[src/rtl/multi_dataflow_uloop_pkg.sv]
// multi_dataflow_package: shared types, defaults and stream indices for the micro-loop offset generator.
package multi_dataflow_package;
    localparam int unsigned NB_LOOPS = 3;
    localparam int unsigned NB_STREAMS = 3;
    localparam int unsigned CNT_W = 16;
    localparam int unsigned OFFS_W = 32;
    localparam int unsigned UCODE_IN_PEL_OFFS = 0;
    localparam int unsigned UCODE_IN_SIZE_OFFS = 1;
    localparam int unsigned UCODE_OUT_PEL_OFFS = 2;

    typedef struct packed {
        logic enable;
        logic clear;
    } ctrl_uloop_t;

    typedef struct packed {
        logic [NB_LOOPS-1:0][CNT_W-1:0] range;
        logic [NB_LOOPS-1:0][NB_STREAMS-1:0][OFFS_W-1:0] stride;
    } cfg_uloop_t;

    typedef struct packed {
        logic [NB_STREAMS-1:0][OFFS_W-1:0] offs;
        logic [NB_LOOPS-1:0][CNT_W-1:0] idx;
        logic valid;
        logic done;
    } flags_uloop_t;

    typedef enum logic {ULOOP_READY, ULOOP_UPDATE} uloop_state_t;
endpackage

[src/rtl/multi_dataflow_uloop_acc.sv]
// multi_dataflow_uloop_acc: one loop level's offset accumulators across all streams.
module multi_dataflow_uloop_acc #(
    parameter int unsigned NB_STREAMS = 3,
    parameter int unsigned OFFS_W = 32
) (
    input  logic                                clk_i,
    input  logic                                rst_ni,
    input  logic                                clr,
    input  logic                                add,
    input  logic                                load,
    input  logic [NB_STREAMS-1:0][OFFS_W-1:0]   stride,
    input  logic [NB_STREAMS-1:0][OFFS_W-1:0]   load_val,
    output logic [NB_STREAMS-1:0][OFFS_W-1:0]   acc,
    output logic [NB_STREAMS-1:0][OFFS_W-1:0]   sum
);
    always_comb begin
        sum = '0;
        for (int s = 0; s < NB_STREAMS; s++) sum[s] = acc[s] + stride[s];
    end

    always_ff @(posedge clk_i or negedge rst_ni) begin
        if (!rst_ni) acc <= '0;
        else if (clr) acc <= '0;
        else if (add) acc <= sum;
        else if (load) acc <= load_val;
    end
endmodule

[src/rtl/multi_dataflow_uloop.sv]
// multi_dataflow_uloop: nested micro-loop offset generator feeding the controller FSM.
// MULTI_DATAFLOW_ULOOP_FAST_EN resolves every advance in one UPDATE cycle via a priority encoder.
module multi_dataflow_uloop #(
    parameter int unsigned NB_LOOPS = multi_dataflow_package::NB_LOOPS,
    parameter int unsigned NB_STREAMS = multi_dataflow_package::NB_STREAMS,
    parameter int unsigned CNT_W = multi_dataflow_package::CNT_W,
    parameter int unsigned OFFS_W = multi_dataflow_package::OFFS_W
) (
    input  logic                                 clk_i,
    input  logic                                 rst_ni,
    input  logic                                 test_mode_i,
    input  logic                                 clear_i,
    input  multi_dataflow_package::ctrl_uloop_t  ctrl_i,
    input  multi_dataflow_package::cfg_uloop_t   cfg_i,
    output multi_dataflow_package::flags_uloop_t flags_o
);
    import multi_dataflow_package::*;

    localparam int unsigned LW = (NB_LOOPS > 1) ? $clog2(NB_LOOPS) : 1;

    uloop_state_t state;
    logic [LW-1:0] lvl, cur;
    logic [NB_LOOPS-1:0][CNT_W-1:0] idx;
    logic [NB_LOOPS-1:0] at_max, add, load;
    logic [NB_LOOPS-1:0][NB_STREAMS-1:0][OFFS_W-1:0] acc, sum;
    logic [NB_STREAMS-1:0][OFFS_W-1:0] nxt;
    logic valid, done, clr, adv, unused_test;

    assign unused_test = test_mode_i;
    assign clr = clear_i | ctrl_i.clear;

    // A zero range behaves as range 1, so its last index is 0.
    always_comb begin
        at_max = '0;
        for (int l = 0; l < NB_LOOPS; l++)
            at_max[l] = idx[l] == cfg_i.range[l] - CNT_W'(cfg_i.range[l] != '0);
    end

`ifdef MULTI_DATAFLOW_ULOOP_FAST_EN
    always_comb begin
        cur = '0;
        for (int l = NB_LOOPS - 1; l >= 0; l--) if (!at_max[l]) cur = LW'(l);
    end
`else
    assign cur = lvl;
`endif

    assign adv = (state == ULOOP_UPDATE) && !at_max[cur] && !clr;
    assign nxt = sum[cur];

    always_comb begin
        add = '0;
        load = '0;
        for (int l = 0; l < NB_LOOPS; l++) begin
            add[l] = adv && (cur == LW'(l));
            load[l] = adv && (LW'(l) < cur);
        end
    end

    for (genvar l = 0; l < NB_LOOPS; l++) begin : g_acc
        multi_dataflow_uloop_acc #(.NB_STREAMS(NB_STREAMS), .OFFS_W(OFFS_W)) i_acc (
            .clk_i    (clk_i),
            .rst_ni   (rst_ni),
            .clr      (clr),
            .add      (add[l]),
            .load     (load[l]),
            .stride   (cfg_i.stride[l]),
            .load_val (nxt),
            .acc      (acc[l]),
            .sum      (sum[l])
        );
    end

    always_ff @(posedge clk_i or negedge rst_ni) begin
        if (!rst_ni) begin
            state <= ULOOP_READY;
            lvl <= '0;
            idx <= '0;
            valid <= 1'b1;
            done <= 1'b0;
        end else if (clr) begin
            state <= ULOOP_READY;
            lvl <= '0;
            idx <= '0;
            valid <= 1'b1;
            done <= 1'b0;
        end else if (state == ULOOP_READY) begin
            if (ctrl_i.enable) begin
                if (&at_max) done <= 1'b1;
                else begin
                    state <= ULOOP_UPDATE;
                    lvl <= '0;
                    valid <= 1'b0;
                end
            end
        end else begin
            for (int l = 0; l < NB_LOOPS; l++) if (LW'(l) < cur) idx[l] <= '0;
            if (!at_max[cur]) begin
                idx[cur] <= idx[cur] + 1'b1;
                state <= ULOOP_READY;
                valid <= 1'b1;
            end else begin
                idx[cur] <= '0;
                lvl <= lvl + 1'b1;
            end
        end
    end

    assign flags_o.offs = acc[0];
    assign flags_o.idx = idx;
    assign flags_o.valid = valid;
    assign flags_o.done = done;
endmodule

[config.mk]
export PLATFORM = sky130hd
export DESIGN_NAME = multi_dataflow_uloop
export DESIGN_NICKNAME = d
export VERILOG_FILES = /design/src/rtl/multi_dataflow_uloop_pkg.sv /design/src/rtl/multi_dataflow_uloop_acc.sv /design/src/rtl/multi_dataflow_uloop.sv
export SDC_FILE = /design/constraint.sdc
export NUM_CORES = 1
export LEC_CHECK = 0
export CORE_MARGIN = 2
export CORE_UTILIZATION = 40
export CTS_CLUSTER_SIZE = 40
export DETAILED_ROUTE_END_ITERATION = 12
export MAX_ROUTING_LAYER = met4
export PLACE_DENSITY = 0.68
export SKIP_CTS_REPAIR_TIMING = 1
export SYNTH_ARGS = -nofsm -noshare
export SYNTH_HDL_FRONTEND = slang
export SYNTH_SLANG_ARGS = --single-unit
[constraint.sdc]
create_clock -name clk_i -period 7.48 [get_ports clk_i]
set_clock_uncertainty 0.05 [all_clocks]
set_input_delay 1.496 -clock clk_i [delete_from_list [all_inputs] [get_ports clk_i]]
set_output_delay 1.496 -clock clk_i [all_outputs]
set_load 0.02 [all_outputs]
---- Yosys cells after proc, flatten, opt, wreduce, memory -nomap -nowiden ----
Index checks and enable logic that the tools add are counted.
word-level totals
  flip-flop bits (word level) ............. 341
  bits of input ports ..................... 342
  output and inout bits ................... 146
  logic and storage cells ................. 122
operators by class
  add/subtract/negate cells ............... 14
  $lt $le $gt $ge ......................... 5
  eq/ne operators ......................... 9
  mux-type cells .......................... 49
  bitwise gates (word level) .............. 3
  reduce and logical (&&, ||, !) cells .... 26
operators with widths
  operator                 count
  $mux W96                 10
  $add A32 B32 Y32         9
  $bmux W96 S2             1
  $mux W16                 11
  $mux W48                 3
  $and A48 B48 Y48         1
  $bwmux W48               1
  $eq A16 B16 Y1           3
  $not A48 Y48             1
  $reduce_bool A16 Y1      3
  $sub A16 B1 Y16          3
  $bmux W16 S2             1
  $demux W16 S2            1
  $add A16 B1 Y16 const B  1
  $mux W1                  15
  $reduce_and A3 Y1        4
  $reduce_bool A3 Y1       4
  $mux W2                  5
  $logic_and A1 B1 Y1      9
  $ne A3 B3 Y1 const B     2
  $reduce_bool A2 Y1       3
  $lt A1 B2 Y1 const A     2
  $lt A2 B3 Y1 const B     1
  $ne A3 B1 Y1 const B     1
  10 further kinds         11

---- Longest topological paths before layout ----
  word-level depth ........................ 12
  depth in mapped cells ................... 21
  gate-level depth less buffers ........... 16

---- By module ----
Synthesis repeated with hierarchy kept, for this count alone.
second synthesis, totals
  cells, all modules ...................... 4,285
  area, all modules ....................... 35,811.8 µm²
by module, submodules not included
  module                                          instances  cells each  area an instance (µm²)  seq. area each (µm²)
  multi_dataflow_uloop_acc at g_acc[0].i_acc ...  2          1,147       9,808.2                 2,402.3
  multi_dataflow_uloop_acc at g_acc[2].i_acc      1          1,120       9,544.2                 2,402.3
  multi_dataflow_uloop                            1          871         6,651.4                 1,327.5

---- Least setup slack after synthesis ----
No wires, ideal clock.
  kind .................................... input -> register
  from .................................... input port cfg_i[323] (netlist name)
  to ...................................... register g_acc[2].i_acc.acc[95] (netlist name)
  setup time .............................. 0.124 ns
  data arrival time ....................... 5.763 ns
  data required time ...................... 7.306 ns
  slack ................................... 1.543 ns
  cell stages on the path ................. 17
  path buffers ............................ 4
  path through ............................ or4_1 buf_2 or4_1 or4b_2 ha_1 ha_1 or3_1 a31oi_1 nand4bb_1 nor4_4 a32oi_4 and3_1 buf_4 buf_6 buf_2 o31ai_1 nand2_1
between the ends
  word-level cells in the longest chain between the ends .. 11
  elaborated cells on any way between the ends .. 13
  classes of those cells .................. 1 x add/sub; 1 x eq/ne; 4 x mux; 7 x reduce/logical
ends and longest elaborated chain
  what                                   line                            RTL
  from (decl)                            multi_dataflow_uloop.sv:14      input multi_dataflow_package::cfg_uloop_t cfg_i,
  $reduce_bool A16 Y1                    multi_dataflow_uloop.sv:36      at_max[l] = idx[l] == cfg_i.range[l] - CNT_W'(cfg_i.range[l] != '0);
  $sub A16 B1 Y16 (*)                    multi_dataflow_uloop.sv:36
  $eq A16 B16 Y1 (*)                     multi_dataflow_uloop.sv:36
  $bmux W1 S2 (*)                        multi_dataflow_uloop.sv:48      assign adv = (state == ULOOP_UPDATE) && !at_max[cur] && !clr;
  $mux W1 (implied by the code) (*)      multi_dataflow_uloop.sv:48
  $logic_not A1 Y1 (*)                   n/a
  $logic_and A1 B1 Y1 (*) (2 in series)  multi_dataflow_uloop.sv:48
  $logic_and A1 B1 Y1                    multi_dataflow_uloop.sv:55      add[l] = adv && (cur == LW'(l));
  $mux W96                               multi_dataflow_uloop_acc.sv:24  else if (add) acc <= sum;
  $mux W96                               multi_dataflow_uloop_acc.sv:23  else if (clr) acc <= '0;
  to (signal assigned)                   multi_dataflow_uloop_acc.sv:24
  to (signal assigned)                   multi_dataflow_uloop_acc.sv:25  else if (load) acc <= load_val;
  to (decl)                              multi_dataflow_uloop_acc.sv:13  output logic [NB_STREAMS-1:0][OFFS_W-1:0] acc,
Every way passes the cells marked *; elsewhere a longest branch is shown, timed or not. The select of a mux whose other input is x is not followed.
A chain may end at the register's enable or synchronous reset.

---- Final worst setup path ----
  from .................................... input port cfg_i[325] (netlist name)
  to ...................................... register g_acc[2].i_acc.acc[57] (netlist name)
Same word-level chain as after synthesis.

==> impl_metrics.csv <==
group,metric,value,unit
power,power_density,126.9,mW/mm2
logic_synthesis,ys_seq_area_share,24.30,%
timing,setup_violations,0,
timing,rsz0062_at_grt,"no",
die,die_h,300.3,um
power,leakagePower,0.01899,uW
setup_path,worst_ep_arrival_time,7290,ps
timing,finalHoldViolations,0,
setup_path,worstRegToRegCells,12,
routing,vias_per_cell,6.054,
routing,wire_per_inst,23.56,um
clock_network,cts-root-buf,"clkbuf_16",
layout,finish.utilization,48.68,%
clock_network,cts_buffers,43,
clock_network,htree_levels,2,
layout,finish.instance_area,0.04229,mm2
min_path,min_from,"g_acc[2].i_acc.acc[92]",
timing,fin_hold_ws,422.9,ps
die,start_util,40.43,%
placement,placedCellCount,5834,
logic_synthesis,synthCells,4410,
timing,relSlewSlack,-2.250,%
timing,setup_tns,0,ps
die,core_area,0.08689,mm2
timing,fin_crit_sh,91.28,%
min_path,holdPathStages,2,
clock_network,tritoncts,"yes",
logic_synthesis,synth_edf_count,0,
routing,drtPass1Iterations,6,
logic_synthesis,synth_top_area_cell,"dfrtp_1",
grt,grt_pass1_vias,34203,
logic_synthesis,synth_top_area_share,24.22,%
setup_path,start_kind,"primary input",
logic_synthesis,yosysWarnings,0,
grt,grt_pass1_wl,209200,um
layout,fillers,8382,
timing,slew_viol_final,16,
logic_synthesis,syn_avg_cell_area,7.965,um2
die,die-area,0.09020,mm2
routing,post-route-drc-count,0,
grt,grt_max_degree,158,
flow_run,max_cap_viol_count,1,
clock_network,clk_latency,600,ps
logic_synthesis,synth-main-ff-cell,"dfrtp_1",
grt,grt_overflow_total,0,
power,irDropWorstVdd,0.1446,mV
die,die_w,300.3,um
grt,grt_use_met2,47.09,%
placement,post_dp_cell_area,0.04065,mm2
logic_synthesis,synthArstFlopShare,100.0,%
logic_synthesis,synth_seq_cells,341,
setup_path,cp_max_fo,15,
grt,busiest_layer,"met2",
routing,ant_nets,0,
grt,grt_usage,30.86,%
min_path,holdCritPathClass,"reg2reg",
timing,tightest_slew,1532,ps
layout,areaGrowthSynthToFinish,20.40,%
logic_synthesis,synth_fp_nets,5051,
die,rows,108,
setup_path,critPathKind,"in2reg",
logic_synthesis,yosysMostFrequentCell,"a21oi_1",
placement,routabilityCongestion,0.9957,
die,num_io_pins,488,
setup_path,worst_r2r_endpoint,"g_acc[0].i_acc.acc[26]",
logic_synthesis,synthTopCellsByArea,"dfrtp_1 (24%), ha_1 (10%), a21oi_1 (6.3%), o21ai_0 (6.0%), nand2_1 (4.7%)",
grt,grt_util_met1,40.95,%
routing,routed-via-count,35913,
setup_path,r2r_start,"g_acc[0].i_acc.acc[0]",
routing,wl,139800,um
logic_synthesis,synthTopCellsByCount,"a21oi_1 (441), nand2_1 (438), o21ai_0 (424)",
grt,antenna_found_initial,19,
logic_synthesis,yosysUniqueCellTypes,102,
setup_path,crit_required,7950,ps
setup_path,reg2reg_slack,2800,ps
outcome,outcome,"complete, but fails checks",
layout,layout-drive-gt1-share,6.641,%
timing,layout_min_cycle_time,6828,ps
grt,grt.met3_usage,4.646,%
layout,finalNonFillerCells,5932,
clock_network,clockBufferDepth,3,
layout,nets,5365,
min_path,min_to,"g_acc[2].i_acc.acc[92]",
setup_path,cp-end-kind,"register",
clock_network,clkSinkCount,341,
placement,dpl.hpwl,106300,um
routing,drtIter0Drc,3360,
placement,portBuffers,486,
timing,timing.fmax,0.1465,GHz
outcome,violations,"capacitance limit, slew limit",
clock_network,clk_pin_slew,60,ps
logic_synthesis,syn_area,0.03513,mm2
==> cell type report <==
class	instances	area (um2)	share of cell area [%]
Antenna cell	19	47.55	0.1124
Inverter	80	301.5	0.7130
Tap cell	1155	1445	3.417
Clock inverter	19	337.8	0.7988
Timing Repair Buffer	578	5773	13.65
Clock buffer	60	1261	2.982
Sequential cell	341	8542	20.20
Multi-Input combinational cell	3680	24580	58.13
==> placed cells by master (no fill, tap or decap), types with 25 or more instances in the layout <==
cell               n
dfrtp_1          338
a211oi_1          52
clkbuf_16         44
o21ai_2           30
a22oi_1           31
ha_1             289
xnor2_1          178
o21a_1            47
nand2_1          437
clkdlybuf4s50_1  485
a22o_1            43
nand2b_1          26
nand3_1          110
a21o_1           138
xor2_1           150
inv_1             78
a31oi_1           35
mux2i_1          100
and2_1            29
nor2b_1           37
or3_1             25
and3_1            38
nand3_2           26
o22ai_1           50
nand4_1           36
o21ai_0          424
buf_4             75
a21oi_1          441
o211ai_1          36
nor2_1           366
nor3_1            61
o21bai_1          36
==> registers in the layout, summed over array words and instances (netlist names) <==
register and flops:
done 1, g_acc.i_acc.acc 288, cur 2, flags_o 48, state 1, valid 1
==> how the worst max path moves through the flow <==
stage	start	end	slack (ps)	cells after the start
2_1_floorplan	cfg_i[323]	g_acc[2].i_acc.acc[95]	1540	17
3_3_place_gp	cfg_i[325]	g_acc[0].i_acc.acc[60]	250	16
3_5_place_dp	cfg_i[325]	g_acc[0].i_acc.acc[60]	210	16
4_1_cts	cfg_i[325]	g_acc[0].i_acc.acc[60]	810	16
5_1_grt	cfg_i[325]	g_acc[1].i_acc.acc[94]	460	19
6_report	cfg_i[325]	g_acc[2].i_acc.acc[57]	650	18
==> kinds of logic after synthesis <==
logic type	count (synthesis)	share of synthesized area, %
compound gates	1627	29.65
buf+inv	389	5.881
mux	106	3.042
xor+xnor	330	8.306
simple gates	1318	17.99
flops	341	24.30
fa+ha+maj	299	10.84
==> layer usage <==
layer  part of all wire (%)  up-vias  wire length [um]
met1                     43    17186             60290
li1                       -    16865                 -
met3                    8.3      306             11660
met4                    4.3        0              6049
met5                      0        -                 0
met2                     44     1556             61760
==> through the flow <==
step	power, uW	setup slack [ps]
global route	5549	461.2
floorplan	2475	1543
detailed placement	2951	207.3
global placement	2944	252.2
finish	5368	652.1
CTS	5382	812.9
==> critical path, stage by stage <==
cell             delay (ps)
clkdlybuf4s50_1         500
or4_1                   530
or4_1                   590
or4b_2                  660
ha_1                    240
ha_1                    260
or4b_2                  220
nor4_1                   50
xnor2_1                 200
nand4bb_1               210
nor4_4                   80
a32oi_4                 290
nand2_2                 120
nor2_2                 1170
buf_4                   350
o21ai_0                 100
a21oi_1                 130
a21o_1                  100
==> power breakdown <==
part	leakage, uW	total, uW	switching, uW	internal [uW]
logic	0.0134	1070	616	456
registers	0.00475	1860	10.9	1850
clock network	0.000787	2430	943	1490
total	0.0190	5370	1570	3800
Power figures use the tool's default switching activity.
